<file path="src/rtl/note_track_sequencer.sv">
// Two-lane note-track scroller: takes 32-beat patterns from a loader, double-buffers
// them through one shadow slot, and scrolls them to the LED display on beat_tick.
module note_track_sequencer (
  input  logic        clk,
  input  logic        nrst,
  input  logic [2:0]  mode,
  input  logic        beat_tick,
  input  logic        pat_valid,
  input  logic [31:0] pat_note1,
  input  logic [31:0] pat_note2,
  input  logic        pat_last,
  output logic        pat_ready,
  output logic [31:0] next_note1,
  output logic [31:0] next_note2,
  output logic [4:0]  next_idx1,
  output logic [4:0]  next_idx2,
  output logic        song_done,
  output logic        underrun,
  output logic [2:0]  dbg_state
);

  typedef enum logic [2:0] {
    IDLE  = 3'd0,
    FILL  = 3'd1,
    PLAY  = 3'd2,
    DRAIN = 3'd3,
    DONE  = 3'd4
  } state_t;

  localparam logic [2:0] PLAY_MODE = 3'd2;
  localparam logic [4:0] LAST_BEAT = 5'd31;
  localparam logic [2:0] DRAIN_END = 3'd6;

  state_t      state_q, state_d;
  logic [31:0] act1_q, act1_d, act2_q, act2_d;
  logic        act_last_q, act_last_d;
  logic [31:0] sh1_q, sh1_d, sh2_q, sh2_d;
  logic        sh_last_q, sh_last_d;
  logic        sh_valid_q, sh_valid_d;
  logic        last_seen_q, last_seen_d;
  logic [4:0]  idx_q, idx_d;
  logic [2:0]  drain_q, drain_d;
  logic        done_q, done_d;
  logic        urun_q, urun_d;

  logic play_mode;
  logic xfer;
  logic wrap_tick;

  // Handshake: a pattern moves when pat_valid and pat_ready are both high at a
  // rising clk edge. pat_ready is the only output allowed to depend on inputs
  // combinationally (it is gated by mode so no pattern is taken while leaving play).
  assign play_mode = (mode == PLAY_MODE);
  assign pat_ready = play_mode &&
                     ((state_q == FILL) ||
                      ((state_q == PLAY) && !sh_valid_q && !last_seen_q));
  assign xfer      = pat_valid && pat_ready;
  assign wrap_tick = beat_tick && (idx_q == LAST_BEAT);

  assign next_note1 = act1_q;
  assign next_note2 = act2_q;
  assign next_idx1  = idx_q;
  assign next_idx2  = idx_q;
  assign song_done  = done_q;
  assign underrun   = urun_q;
  assign dbg_state  = state_q;

  always_ff @(posedge clk or negedge nrst) begin
    if (!nrst) begin
      state_q     <= IDLE;
      act1_q      <= '0;
      act2_q      <= '0;
      act_last_q  <= 1'b0;
      sh1_q       <= '0;
      sh2_q       <= '0;
      sh_last_q   <= 1'b0;
      sh_valid_q  <= 1'b0;
      last_seen_q <= 1'b0;
      idx_q       <= '0;
      drain_q     <= '0;
      done_q      <= 1'b0;
      urun_q      <= 1'b0;
    end else begin
      state_q     <= state_d;
      act1_q      <= act1_d;
      act2_q      <= act2_d;
      act_last_q  <= act_last_d;
      sh1_q       <= sh1_d;
      sh2_q       <= sh2_d;
      sh_last_q   <= sh_last_d;
      sh_valid_q  <= sh_valid_d;
      last_seen_q <= last_seen_d;
      idx_q       <= idx_d;
      drain_q     <= drain_d;
      done_q      <= done_d;
      urun_q      <= urun_d;
    end
  end

  always_comb begin
    state_d     = state_q;
    act1_d      = act1_q;
    act2_d      = act2_q;
    act_last_d  = act_last_q;
    sh1_d       = sh1_q;
    sh2_d       = sh2_q;
    sh_last_d   = sh_last_q;
    sh_valid_d  = sh_valid_q;
    last_seen_d = last_seen_q;
    idx_d       = idx_q;
    drain_d     = drain_q;
    done_d      = done_q;
    urun_d      = urun_q;

    if (!play_mode) begin
      state_d     = IDLE;
      act1_d      = '0;
      act2_d      = '0;
      act_last_d  = 1'b0;
      sh1_d       = '0;
      sh2_d       = '0;
      sh_last_d   = 1'b0;
      sh_valid_d  = 1'b0;
      last_seen_d = 1'b0;
      idx_d       = '0;
      drain_d     = '0;
      done_d      = 1'b0;
      urun_d      = 1'b0;
    end else begin
      if (xfer && pat_last) begin
        last_seen_d = 1'b1;
      end
      case (state_q)
        IDLE: begin
          state_d = FILL;
        end
        FILL: begin
          if (xfer) begin
            act1_d     = pat_note1;
            act2_d     = pat_note2;
            act_last_d = pat_last;
            idx_d      = '0;
            state_d    = PLAY;
          end
        end
        PLAY: begin
          if (wrap_tick) begin
            // End of the active pattern: finish the song, swap in the shadow,
            // let a same-cycle transfer bypass, or stall at beat 31.
            if (act_last_q) begin
              act1_d  = '0;
              act2_d  = '0;
              idx_d   = '0;
              drain_d = '0;
              state_d = DRAIN;
            end else if (sh_valid_q) begin
              act1_d     = sh1_q;
              act2_d     = sh2_q;
              act_last_d = sh_last_q;
              sh_valid_d = 1'b0;
              idx_d      = '0;
            end else if (xfer) begin
              act1_d     = pat_note1;
              act2_d     = pat_note2;
              act_last_d = pat_last;
              idx_d      = '0;
            end else begin
              urun_d = 1'b1;
            end
          end else begin
            if (beat_tick) begin
              idx_d = idx_q + 5'd1;
            end
            if (xfer) begin
              sh1_d      = pat_note1;
              sh2_d      = pat_note2;
              sh_last_d  = pat_last;
              sh_valid_d = 1'b1;
            end
          end
        end
        DRAIN: begin
          if (beat_tick) begin
            if (drain_q == DRAIN_END) begin
              state_d = DONE;
              done_d  = 1'b1;
            end else begin
              idx_d   = idx_q + 5'd1;
              drain_d = drain_q + 3'd1;
            end
          end
        end
        DONE: begin
          state_d = DONE;
        end
        default: begin
          state_d = IDLE;
        end
      endcase
    end
  end

endmodule
</file>
<file path="config.mk">
export PLATFORM = sky130hd
export DESIGN_NAME = note_track_sequencer
export DESIGN_NICKNAME = d
export VERILOG_FILES = /design/src/rtl/note_track_sequencer.sv
export SDC_FILE = /design/constraint.sdc
export NUM_CORES = 1
export LEC_CHECK = 0
export ABC_AREA = 1
export BUFFER_PORTS_ARGS = -buffer_cell sky130_fd_sc_hd__buf_2
export CELL_PAD_IN_SITES_DETAIL_PLACEMENT = 0
export CELL_PAD_IN_SITES_GLOBAL_PLACEMENT = 1
export CORE_ASPECT_RATIO = 1.2
export CORE_UTILIZATION = 36
export CTS_CLUSTER_SIZE = 30
export DETAILED_ROUTE_END_ITERATION = 8
export HOLD_SLACK_MARGIN = 0.1
export MAX_ROUTING_LAYER = met4
export PLACE_DENSITY_LB_ADDON = 0.25
export SLEW_MARGIN = 20
export SYNTH_ARGS = -nofsm -noshare
export SYNTH_HDL_FRONTEND = slang
export SYNTH_SLANG_ARGS = --single-unit
export TNS_END_PERCENT = 100
</file>
<file path="constraint.sdc">
create_clock -name clk -period 1.6 [get_ports clk]
set_input_delay 0 -clock clk [delete_from_list [all_inputs] [get_ports clk]]
set_output_delay 0 -clock clk [all_outputs]
set_load 0.01 [all_outputs]
</file>
Word-level counts from Yosys, hierarchy flattened

Cells that the tools add are included.

Flip-flop bits (word level): 145
Input port bits: 72
Output and inout bits: 80
Word-level logic and storage cells: 133

$add $sub $neg: 2
Equality and inequality tests: 30
Muxes and demuxes: 69
Reduce and logical (&&, ||, !) cells: 19

Operators by type and width:

| cell                                                 | number |
|---|---|
| two-way mux 32 bit                                   | 18 |
| one-hot mux 32 bit (2 select lines)                  | 2 |
| two-way mux 5 bit                                    | 8 |
| two-way mux 3 bit                                    | 11 |
| two-way mux 1 bit                                    | 26 |
| != test 3 bit (second input constant)                | 7 |
| one-hot mux 3 bit (5 select lines)                   | 1 |
| one-hot mux 5 bit (3 select lines)                   | 1 |
| AND reduction 5 bit                                  | 3 |
| != test 2 x 1 -> 1 bit (second input constant)       | 6 |
| AND reduction 3 bit                                  | 4 |
| != test 2 bit (second input constant)                | 5 |
| equality test 3 x 2 -> 1 bit (second input constant) | 3 |
| != test 3 x 1 -> 1 bit (second input constant)       | 3 |
| equality test 3 bit (second input constant)          | 2 |
| logical AND 1 bit                                    | 6 |
| one-hot mux 3 bit (2 select lines)                   | 1 |
| adder 5 x 1 -> 5 bit (second input constant)         | 1 |
| equality test 5 bit (second input constant)          | 1 |
| != test 4 x 1 -> 1 bit (second input constant)       | 1 |
| != test 4 bit (second input constant)                | 1 |
| AND reduction 4 bit                                  | 1 |
| adder 3 x 1 -> 3 bit (second input constant)         | 1 |
| equality test 3 x 1 -> 1 bit (second input constant) | 1 |
| other kinds (5)                                      | 6 |

Longest topological paths before layout

Gate-level depths: netlist of run 1.

Depth after elaboration: 12
Mapped depth: 12
Mapped depth without buffers: 12

Least setup slack after synthesis of run 1

OpenSTA, ideal clock, no wires.

Path kind: reg2reg
Start: register idx_q[0], in the netlist next_idx1[0]
End: register sh1_q[0]
Arrival time: 1724 ps
Required time: 1484 ps
Slack: -240 ps
Cell stages (with the launch flop): 13
Buffers on the path: 2
Path through: dfrtp_1 ha_1 nand2_1 nor2_1 ha_1 nand2_1 nand2_2 nor2_2 nor2_1 buf_4 buf_6 nand2_1 nand2_1

Cells in the longest elaborated chain, start to end: 4

RTL lines:

| what                          | RTL line | RTL |
|---|---|---|
| from (decl)                   | 41       | `logic [4:0] idx_q, idx_d;` |
| from (signal assigned)        | 93       | `idx_q <= idx_d;` |
| equality test 5 bit           | 58       | `assign wrap_tick = beat_tick && (idx_q == LAST_BEAT);` |
| logical AND 1 bit             | 58       |  |
| != test 2 bit (no line)       | n/a      |  |
| AND reduction 3 bit (no line) | n/a      |  |
| to (signal assigned)          | 74       | `sh1_q <= '0;` |
| to (signal assigned)          | 88       | `sh1_q <= sh1_d;` |
| to (decl)                     | 37       | `logic [31:0] sh1_q, sh1_d, sh2_q, sh2_d;` |

No other way between the ends.
A chain may end at the register's enable or synchronous reset.

Worst setup path in the final report of run 1

Start: register idx_q[1], in the netlist next_idx1[1]
End: register act2_q[21], in the netlist next_note2[21]

Cells in the longest elaborated chain, start to end: 4

RTL lines:

| what                          | RTL line | RTL |
|---|---|---|
| equality test 5 bit           | 58       |  |
| logical AND 1 bit             | 58       |  |
| != test 3 bit (no line)       | n/a      |  |
| AND reduction 2 bit (no line) | n/a      |  |
| to (signal assigned)          | 86       | `act2_q <= act2_d;` |
| to (decl)                     | 35       | `logic [31:0] act1_q, act1_d, act2_q, act2_d;` |

No other way between the ends.

==> run metrics, run 1 <==
Slowest cell on crit path dfrtp_2; Netlist cell types 30; Fill cells 1982; Reg2Reg Launch Point next_idx1[1]; Startpoint Class flop; CTS tree done; worst hold slack 0.161 ns; die area 21400 um2; clock sinks 145; final core utilization 0.544; fin nets 1404; global-route wire length before repair 37600 um; PortBufs 151; site row count 57; CTS root buf clkbuf_16; core area 20300 um2; sequential power share 0.430; reg2reg setup slack -0.17 ns; Starting DRT DRC Count 456; failing checks setup timing; clock-pin slew on the worst setup and hold paths 0.07 ns; Leak Pwr 6.29 nW; share of layout cells above drive strength 1 0.271; MaxCap Viol Count 0; Initial Util 0.369; via/cell ratio 4.79; net load switching power 2.01 mW; Post-synth ARST share 1.00; final hold violation count 0; Crit Path Class flop to flop; end of the critical path next_note2[21]; Mapped Nets 1135; RePlAce Congestion 0.778; mapped cell area 7500 um2; final worst setup slack -0.165 ns; Final period util 1.10; drt first pass iters 5; crit-path leading delay family simple AND/OR/NAND/NOR gates; CP Max Fanout 8; Seq cells post-synth 145; Skew-Pair Late Insertion Delay 0.43 ns; Crit path arrival time 2.13 ns; via count 7690; clock share of power 0.500; initial antenna violation count 0; Top FF cell, synth dfrtp_1; Synthesis Warnings 0; Comb power frac 0.070; delay of the slowest critical-path stage 0.38 ns; met1 WL 11000 um; Max VDD drop 0.698 mV; Post-synth EDFFs 0; hpwl dp 14300 um; Syn Inst Count 1059; Sw Ratio 0.235; TritonCTS Buffers 17; Hold WC Path Type input pin to flop; I/O Pins 152; commonest cells after routing, fill and taps aside nand2_1 (554), buf_2 (150), dfrtp_1 (143); r2r endpoint next_note2[21]; slew of the pin with the lowest slew margin 0.845 ns; RSZ-0062 raised after global routing true; Routed WL per cell 15.3 um; largest net degree at the start of global routing 42; GRT overflow 0; Post-route DRC 0; Die X 134 um; Detail Route met2 WL 12300 um; critical path depth in cells 12; sequential area share after synthesis 0.484; Antenna diodes 0; Worst slew margin 0.435; fmax 566 MHz; max-slew violation count 0; Buf/Inv on CP 2; Die H 160 um; area grow syn2layout 47.4%; vias in the first global route 7511; Final Setup Violations 140; Tmin final 1.77 ns; FF-to-FF path depth 12; Multi-input gate area 3780 um2; crit path launch next_idx1[1]; Critical Path End Type flop; WL met3 927 um; register area 3630 um2; clock skew 0.0113 ns; CTS Buffer Depth 2; ANT nets after route 0; # H-tree levels 4; GRT Util Overall 0.230; highest routed layer met4; cell internal pwr 6.53 mW; CP Data Required Time 1.96 ns; most common cell after layout, fill and taps aside nand2_1; CP cell instances ha_4 -> nand2_2 -> nor2_2 -> ha_2 -> nand2_4 -> nand2_8 -> nand4_1 -> buf_6 -> clkbuf_16 -> nor2_2 -> nand2_1 -> nand2_1; status finished, violations left; WL final 24600 um; syn avg cell area 7.08 um2; power per standard cell area 772 nW/um2
==> registers in the layout, summed over array words and instances, names as in the netlist, 3 cells and up <==
register and flops:
next_idx1 5, sh2_q 32, next_note2 32, dbg_state 3, next_note1 32, drain_q 3, sh1_q 32
==> cells in the mapped netlist (5+ instances only) <==
cell type | count | area share
nand2_1 | 568 | 0.28
dfrtp_1 | 145 | 0.48
nor2_1 | 110 | 0.055
nand3_1 | 81 | 0.054
o21ai_0 | 41 | 0.027
buf_2 | 30 | 0.020
buf_4 | 17 | 0.017
inv_1 | 13 | 0.0065
a21oi_1 | 8 | 0.0053
buf_6 | 8 | 0.012
clkbuf_1 | 7 | 0.0035
inv_2 | 5 | 0.0025
==> cells by family (layout without fill, tap and decap cells) <==
| kind of cell | count (synthesis) | count (layout) | synth area share |
|---|---|---|---|
| DFF | 145 | 145 | 0.484 |
| and+or+nand+nor | 772 | 772 | 0.407 |
| adders and majority gates | 4 | 4 | 0.00667 |
| AOI/OAI and AO/OA | 54 | 54 | 0.0374 |
| buffers and inverters | 82 | 364 | 0.0626 |
| xor gates and xnor gates | 2 | 2 | 0.00234 |
==> worst min-delay path, stage by stage <==
cell,delay [ns]
buf_2,0.13
nand2_4,0.10
buf_4,0.11
o21ai_0,0.08
a21oi_1,0.12
==> what timing repair did <==
action | in CTS | in global routing
endpoints found under the setup margin | 142 | 145
pin swaps | 1 | 25
gates resized for setup | 30 | 107
setup buffers | 9 | 3
gates cloned | 3 | 6
hold buffers | 73 | 2
endpoints found under the hold margin | 282 | 16
==> how the worst min path moves through the flow <==
| stage | start | endpoint | slack [ns] | cells past startpoint |
|---|---|---|---|---|
| 3_3_place_gp | nrst | sh2_q[28] | -0.02 | 1 |
| 5_1_grt | nrst | next_note2[26] | 0.18 | 3 |
| 3_5_place_dp | nrst | sh2_q[28] | -0.02 | 1 |
| 2_1_floorplan | nrst | act_last_q | -0.30 | 0 |
| 6_report | beat_tick | sh_valid_q | 0.16 | 5 |
| 4_1_cts | nrst | next_note2[23] | 0.08 | 2 |
==> through the flow <==
step,std cells,area (um2),total power [mW],setup TNS [ns],setup WS (ns)
3_5_place_dp,1478,8910,4.14,-15.89,-0.167
2_1_floorplan,1059,7550,3.85,-6.28,-0.0963
3_3_place_gp,1478,8910,4.14,-13.49,-0.146
6_report,1606,11100,8.54,-15.26,-0.165
5_1_grt,1606,11100,8.81,-33.27,-0.288
4_1_cts,1595,10500,8.59,-13.76,-0.142
==> layer usage <==
metal	vias up	GRT usage
li1	3828	-
met1	3636	0.282
met2	196	0.385
met3	30	0.0356
met4	0	0.0728
met5	-	-
==> layout make-up <==
cell class	instances	share of cell area
inverters	18	0.00702
flip-flops and latches	145	0.328
multi-input cells	832	0.342
clock inverters	13	0.0156
clock buffers	19	0.0410
repair buffers	314	0.236
well taps	265	0.0300
==> power groups by stage <==
stage                     registers (mW)  clock network, mW  logic (mW)
after global placement              3.74                  0       0.400
final                               3.67               4.27       0.600
after CTS                           3.67               4.35       0.570
after floorplan                     3.74                  0       0.109
after global routing                3.67               4.49       0.650
after detailed placement            3.74                  0       0.396
No activity file was read; power rests on OpenSTA's default activity.
==> run 2, diff against run 1 <==
REMOVE_ABC_BUFFERS = 1   (was default)
==> run 2 against run 1 <==
Net effect: the run still ends with setup timing left; critical path depth up 1; total power decreased by 4.6%; sequential cell count unchanged; worst hold slack worse by 0.039 ns; combinational power increased by 3.7%.
==> run metrics, run 2 (synthesis results as in run 1) <==
clock skew 0.00747 ns; fin cells 1600; share of layout cells above drive strength 1 0.277; site row count 57; Die X 134 um; CP Data Required Time 1.90 ns; die area 21400 um2; most common cell after layout, fill and taps aside nand2_1; # H-tree levels 4; Hold WC Path Type input pin to async pin; PortBufs 151; max-slew violation count 0; Final period util 1.18; hpwl dp 14400 um; area grow syn2layout 48.2%; commonest cells after routing, fill and taps aside nand2_1 (518), buf_2 (150), dfrtp_1 (144); Post-route DRC 0; Placed Cells 1473; TritonCTS Buffers 17; Setup WS pre-CTS -0.239 ns; FF-to-FF path depth 13; Die H 160 um; WL final 24100 um; status finished, violations left; RePlAce Congestion 0.771; final hold violation count 0; Max VDD drop 0.676 mV; CTS tree done; global-route wire length before repair 37900 um; failing checks setup timing; Worst slew margin 0.615; via/cell ratio 4.75; final worst setup slack -0.291 ns; Startpoint Class flop; slew of the pin with the lowest slew margin 0.577 ns; clock sinks 145; drt first pass iters 4; fmax 529 MHz; Routed WL per cell 15.1 um; worst hold slack 0.122 ns; crit path launch next_idx1[0]; RSZ-0062 raised after global routing true; Initial Util 0.369; Reg2Reg Launch Point next_idx1[0]; GRT overflow 0; CP Max Fanout 6; Starting DRT DRC Count 420; core area 20300 um2; r2r endpoint sh2_q[29]; initial antenna violation count 0; power per standard cell area 733 nW/um2; ANT nets after route 0; CTS Buffer Depth 2; Crit Path Class flop to flop; Antenna diodes 0; Crit path arrival time 2.19 ns; vias in the first global route 7281; final core utilization 0.547; Critical Path End Type flop; MaxCap Viol Count 0; I/O Pins 152; largest net degree at the start of global routing 53; clock-pin slew on the worst setup and hold paths 0.06 ns; Final Setup Violations 142; end of the critical path sh2_q[29]; via count 7596; Skew-Pair Late Insertion Delay 0.41 ns; Leak Pwr 6.46 nW; Tmin final 1.89 ns; fin nets 1402; CTS root buf clkbuf_16; GRT Util Overall 0.232; reg2reg setup slack -0.29 ns
==> run 2: cell types whose count changed in the layout (fill, tap and decap cells not counted), moves of 4 or more <==
cell,previous run,this run
nand2_1,554,518
nand2_2,10,36
nor2_2,29,3
nor2_1,59,83
nand2_4,6,17
inv_6,6,0
buf_12,16,21
a21oi_2,4,0
dlygate4sd3_1,74,70
==> run 2: what timing repair did <==
| item | 4_1_cts | 5_1_grt |
|---|---|---|
| setup endpoints to repair | 144 | 145 |
| buffers inserted | 8 | 12 |
| endpoints found under the hold margin | 282 | 0 |
| resized for setup | 69 | 102 |
| cloned | 5 | 6 |
| hold buffers | 70 | 0 |
| pin swaps | 11 | 23 |
==> run 2: metrics by stage <==
step	area [um2]	setup TNS, ns	power (mW)
floorplan	7100	-287.16	3.82
finish	11100	-31.69	8.15
global placement	8900	-20.23	4.14
detailed placement	8900	-25.29	4.14
global route	11100	-44.79	8.42
CTS	10600	-22.90	8.18
==> run 2: worst min-delay path by stage <==
stage,from,end,cells past startpoint
global placement,nrst,dbg_state[0],1
finish,nrst,dbg_state[0],2
floorplan,nrst,act_last_q,0
CTS,beat_tick,sh_valid_q,5
detailed placement,nrst,dbg_state[0],1
global route,nrst,dbg_state[0],2
==> run 2: critical path: stages (launching register included) <==
cell	delay [ns]
dfrtp_1	0.38
ha_2	0.20
nand2_2	0.06
nor2_2	0.04
ha_2	0.18
nand2_4	0.08
nand2_4	0.05
buf_6	0.13
nor2_4	0.17
nor2_4	0.08
buf_6	0.14
clkbuf_16	0.16
nand2_2	0.06
nand2_1	0.05
==> run 2: cell type report <==
cell class,instances,area (um2)
Sequential cell,145,3630
Tap cell,265,332
Clock buffer,22,464
Timing Repair Buffer,312,2650
Clock inverter,6,85.1
Fill cell,1968,9210
Inverter,18,87.6
Multi-Input combinational cell,832,3870
==> run 2: layer usage <==
metal	track usage	vias to the layer above	part of all wire
met5	-	-	0
li1	-	3813	-
met4	0.0630	0	0.011
met2	0.384	163	0.50
met3	0.0327	19	0.033
met1	0.294	3601	0.45
==> run 2: report_power, final <==
group          total [mW]  switching, mW  internal (mW)  leakage, nW
registers            3.67        0.00401           3.67         2.02
clock network        3.85           1.51           2.34        0.264
logic               0.622          0.317          0.305         4.17
total                8.15           1.83           6.31         6.46
==> run 3, diff against run 2 <==
CORE_ASPECT_RATIO = default   (was 1.2)
==> run 3 against run 2 <==
Net effect: the run still ends with setup timing left; total power is 1.2% lower; maximum frequency is 7.0% higher; via count is 0.86% lower; clock power is 1% lower; non-clock buffer count is 14 lower; wire length is 4.1% lower; largest power group unchanged.
==> run metrics, run 3 (synthesis results as in run 1) <==
crit path launch next_idx1[1]; Startpoint Class flop; clock skew 0.0102 ns; site row count 52; share of layout cells above drive strength 1 0.245; FF-to-FF path depth 12; initial antenna violation count 1; # H-tree levels 4; Slowest cell on crit path dfrtp_1; Post-DP Area 8820 um2; Tmin final 1.77 ns; Final period util 1.10; Routed WL per cell 14.5 um; CP cell instances ha_2 -> nand2_1 -> nor2_1 -> ha_2 -> nand2_4 -> nand2_4 -> nand4_1 -> buf_6 -> clkbuf_16 -> nor2_2 -> nand2_1 -> nand2_1; Skew-Pair Late Insertion Delay 0.42 ns; final worst setup slack -0.167 ns; via/cell ratio 4.72; Hold WC Path Type input pin to async pin; final instance area 10600 um2; Crit path arrival time 2.13 ns; Initial Util 0.370; PortBufs 151; failing checks setup timing; Die H 146 um; area grow syn2layout 41.5%; Detail Route met2 WL 11000 um; met1 WL 10900 um; r2r endpoint next_note1[4]; fin nets 1388; most common cell after layout, fill and taps aside nand2_1; GRT overflow 0; Worst slew margin 0.716; CTS Buffer Depth 2; CTS tree done; worst hold slack 0.146 ns; fmax 566 MHz; CP Max Fanout 8; max-slew violation count 0; clock sinks 145; clock-pin slew on the worst setup and hold paths 0.06 ns; RSZ-0062 raised after global routing true; core area 20300 um2; slew of the pin with the lowest slew margin 0.427 ns; ANT nets after route 0; power per standard cell area 758 nW/um2; Reg2Reg Launch Point next_idx1[1]; Leak Pwr 6.15 nW; GRT Util Overall 0.228; RePlAce Congestion 0.789; Final Setup Violations 138; die area 21400 um2; I/O Pins 152; via count 7531; final hold violation count 0; vias in the first global route 7258; Starting DRT DRC Count 379; WL final 23200 um; WL met3 955 um; drt first pass iters 5; CP Data Required Time 1.96 ns; reg2reg setup slack -0.17 ns; Die X 146 um; Crit Path Class flop to flop; fin cells 1595; Max VDD drop 0.727 mV; Post-route DRC 0; Placed Cells 1470; hpwl dp 13400 um; global-route wire length before repair 37600 um; most used cell, CP nand2_1; total negative slack -16.05 ns; delay of the slowest critical-path stage 0.35 ns; highest routed layer met4; largest net degree at the start of global routing 50; MaxCap Viol Count 0; commonest cells after routing, fill and taps aside nand2_1 (558), buf_2 (150), dfrtp_1 (143); total power 8.05 mW; status finished, violations left; TritonCTS Buffers 17; CTS root buf clkbuf_16; Critical Path End Type flop
==> run 3: changes by cell type in the layout (fill, tap and decap cells not counted), moves of 5 or more <==
| cell | before | now |
|---|---|---|
| nand2_2 | 36 | 7 |
| nand2_4 | 17 | 6 |
| nand2_1 | 518 | 558 |
| nor2_2 | 3 | 27 |
| buf_12 | 21 | 16 |
| nor2_1 | 83 | 75 |
| nor2_4 | 25 | 9 |
==> run 3: critical path, delay by kind of cell (launching register included) <==
family | cells | cell delay (ns)
buffers and inverters | 2 | 0.34
and+or+nand+nor | 8 | 0.61
adders and majority gates | 2 | 0.40
DFF | 1 | 0.35
==> run 3: where the power goes <==
part           internal (mW)  switching, mW  total, mW
clock network           2.17           1.64       3.81
logic                  0.277          0.289      0.566
registers               3.67        0.00429       3.67
total                   6.12           1.93       8.05
==> run 3: cell type report <==
type | count | area [um2]
inverters | 18 | 75.1
clock buffers | 18 | 439
clock inverters | 13 | 114
multi-input cells | 832 | 3610
fillers | 2041 | 9680
diodes | 1 | 2.50
repair buffers | 298 | 2400
flip-flops and latches | 145 | 3630
well taps | 270 | 338
==> run 3: timing repair <==
action	CTS	global route
hold buffers	71	0
resized for setup	49	36
cloned	5	4
pin swaps	8	3
setup endpoints to repair	144	145
endpoints found under the hold margin	280	0
setup buffers	13	5
==> run 3: worst max path at each step <==
stage | slack, ns | end
final | -0.17 | next_note1[4]
after CTS | -0.14 | sh1_q[18]
after detailed placement | -0.25 | sh2_q[18]
after floorplan | -2.87 | sh1_q[0]
after global placement | -0.22 | sh1_q[17]
after global routing | -0.30 | sh1_q[30]
==> run 3: metal layers <==
| layer | vias up | GRT usage |
|---|---|---|
| met3 | 22 | 0.0356 |
| met5 | - | - |
| met1 | 3530 | 0.298 |
| met2 | 189 | 0.362 |
| met4 | 0 | 0.0693 |
| li1 | 3790 | - |
==> run 3: per-stage QoR <==
stage               utilization  worst slack (ns)
floorplan                     -             -2.87
finish                    0.523            -0.167
global placement          0.435            -0.220
global route              0.523            -0.300
detailed placement        0.435            -0.247
CTS                       0.514            -0.135
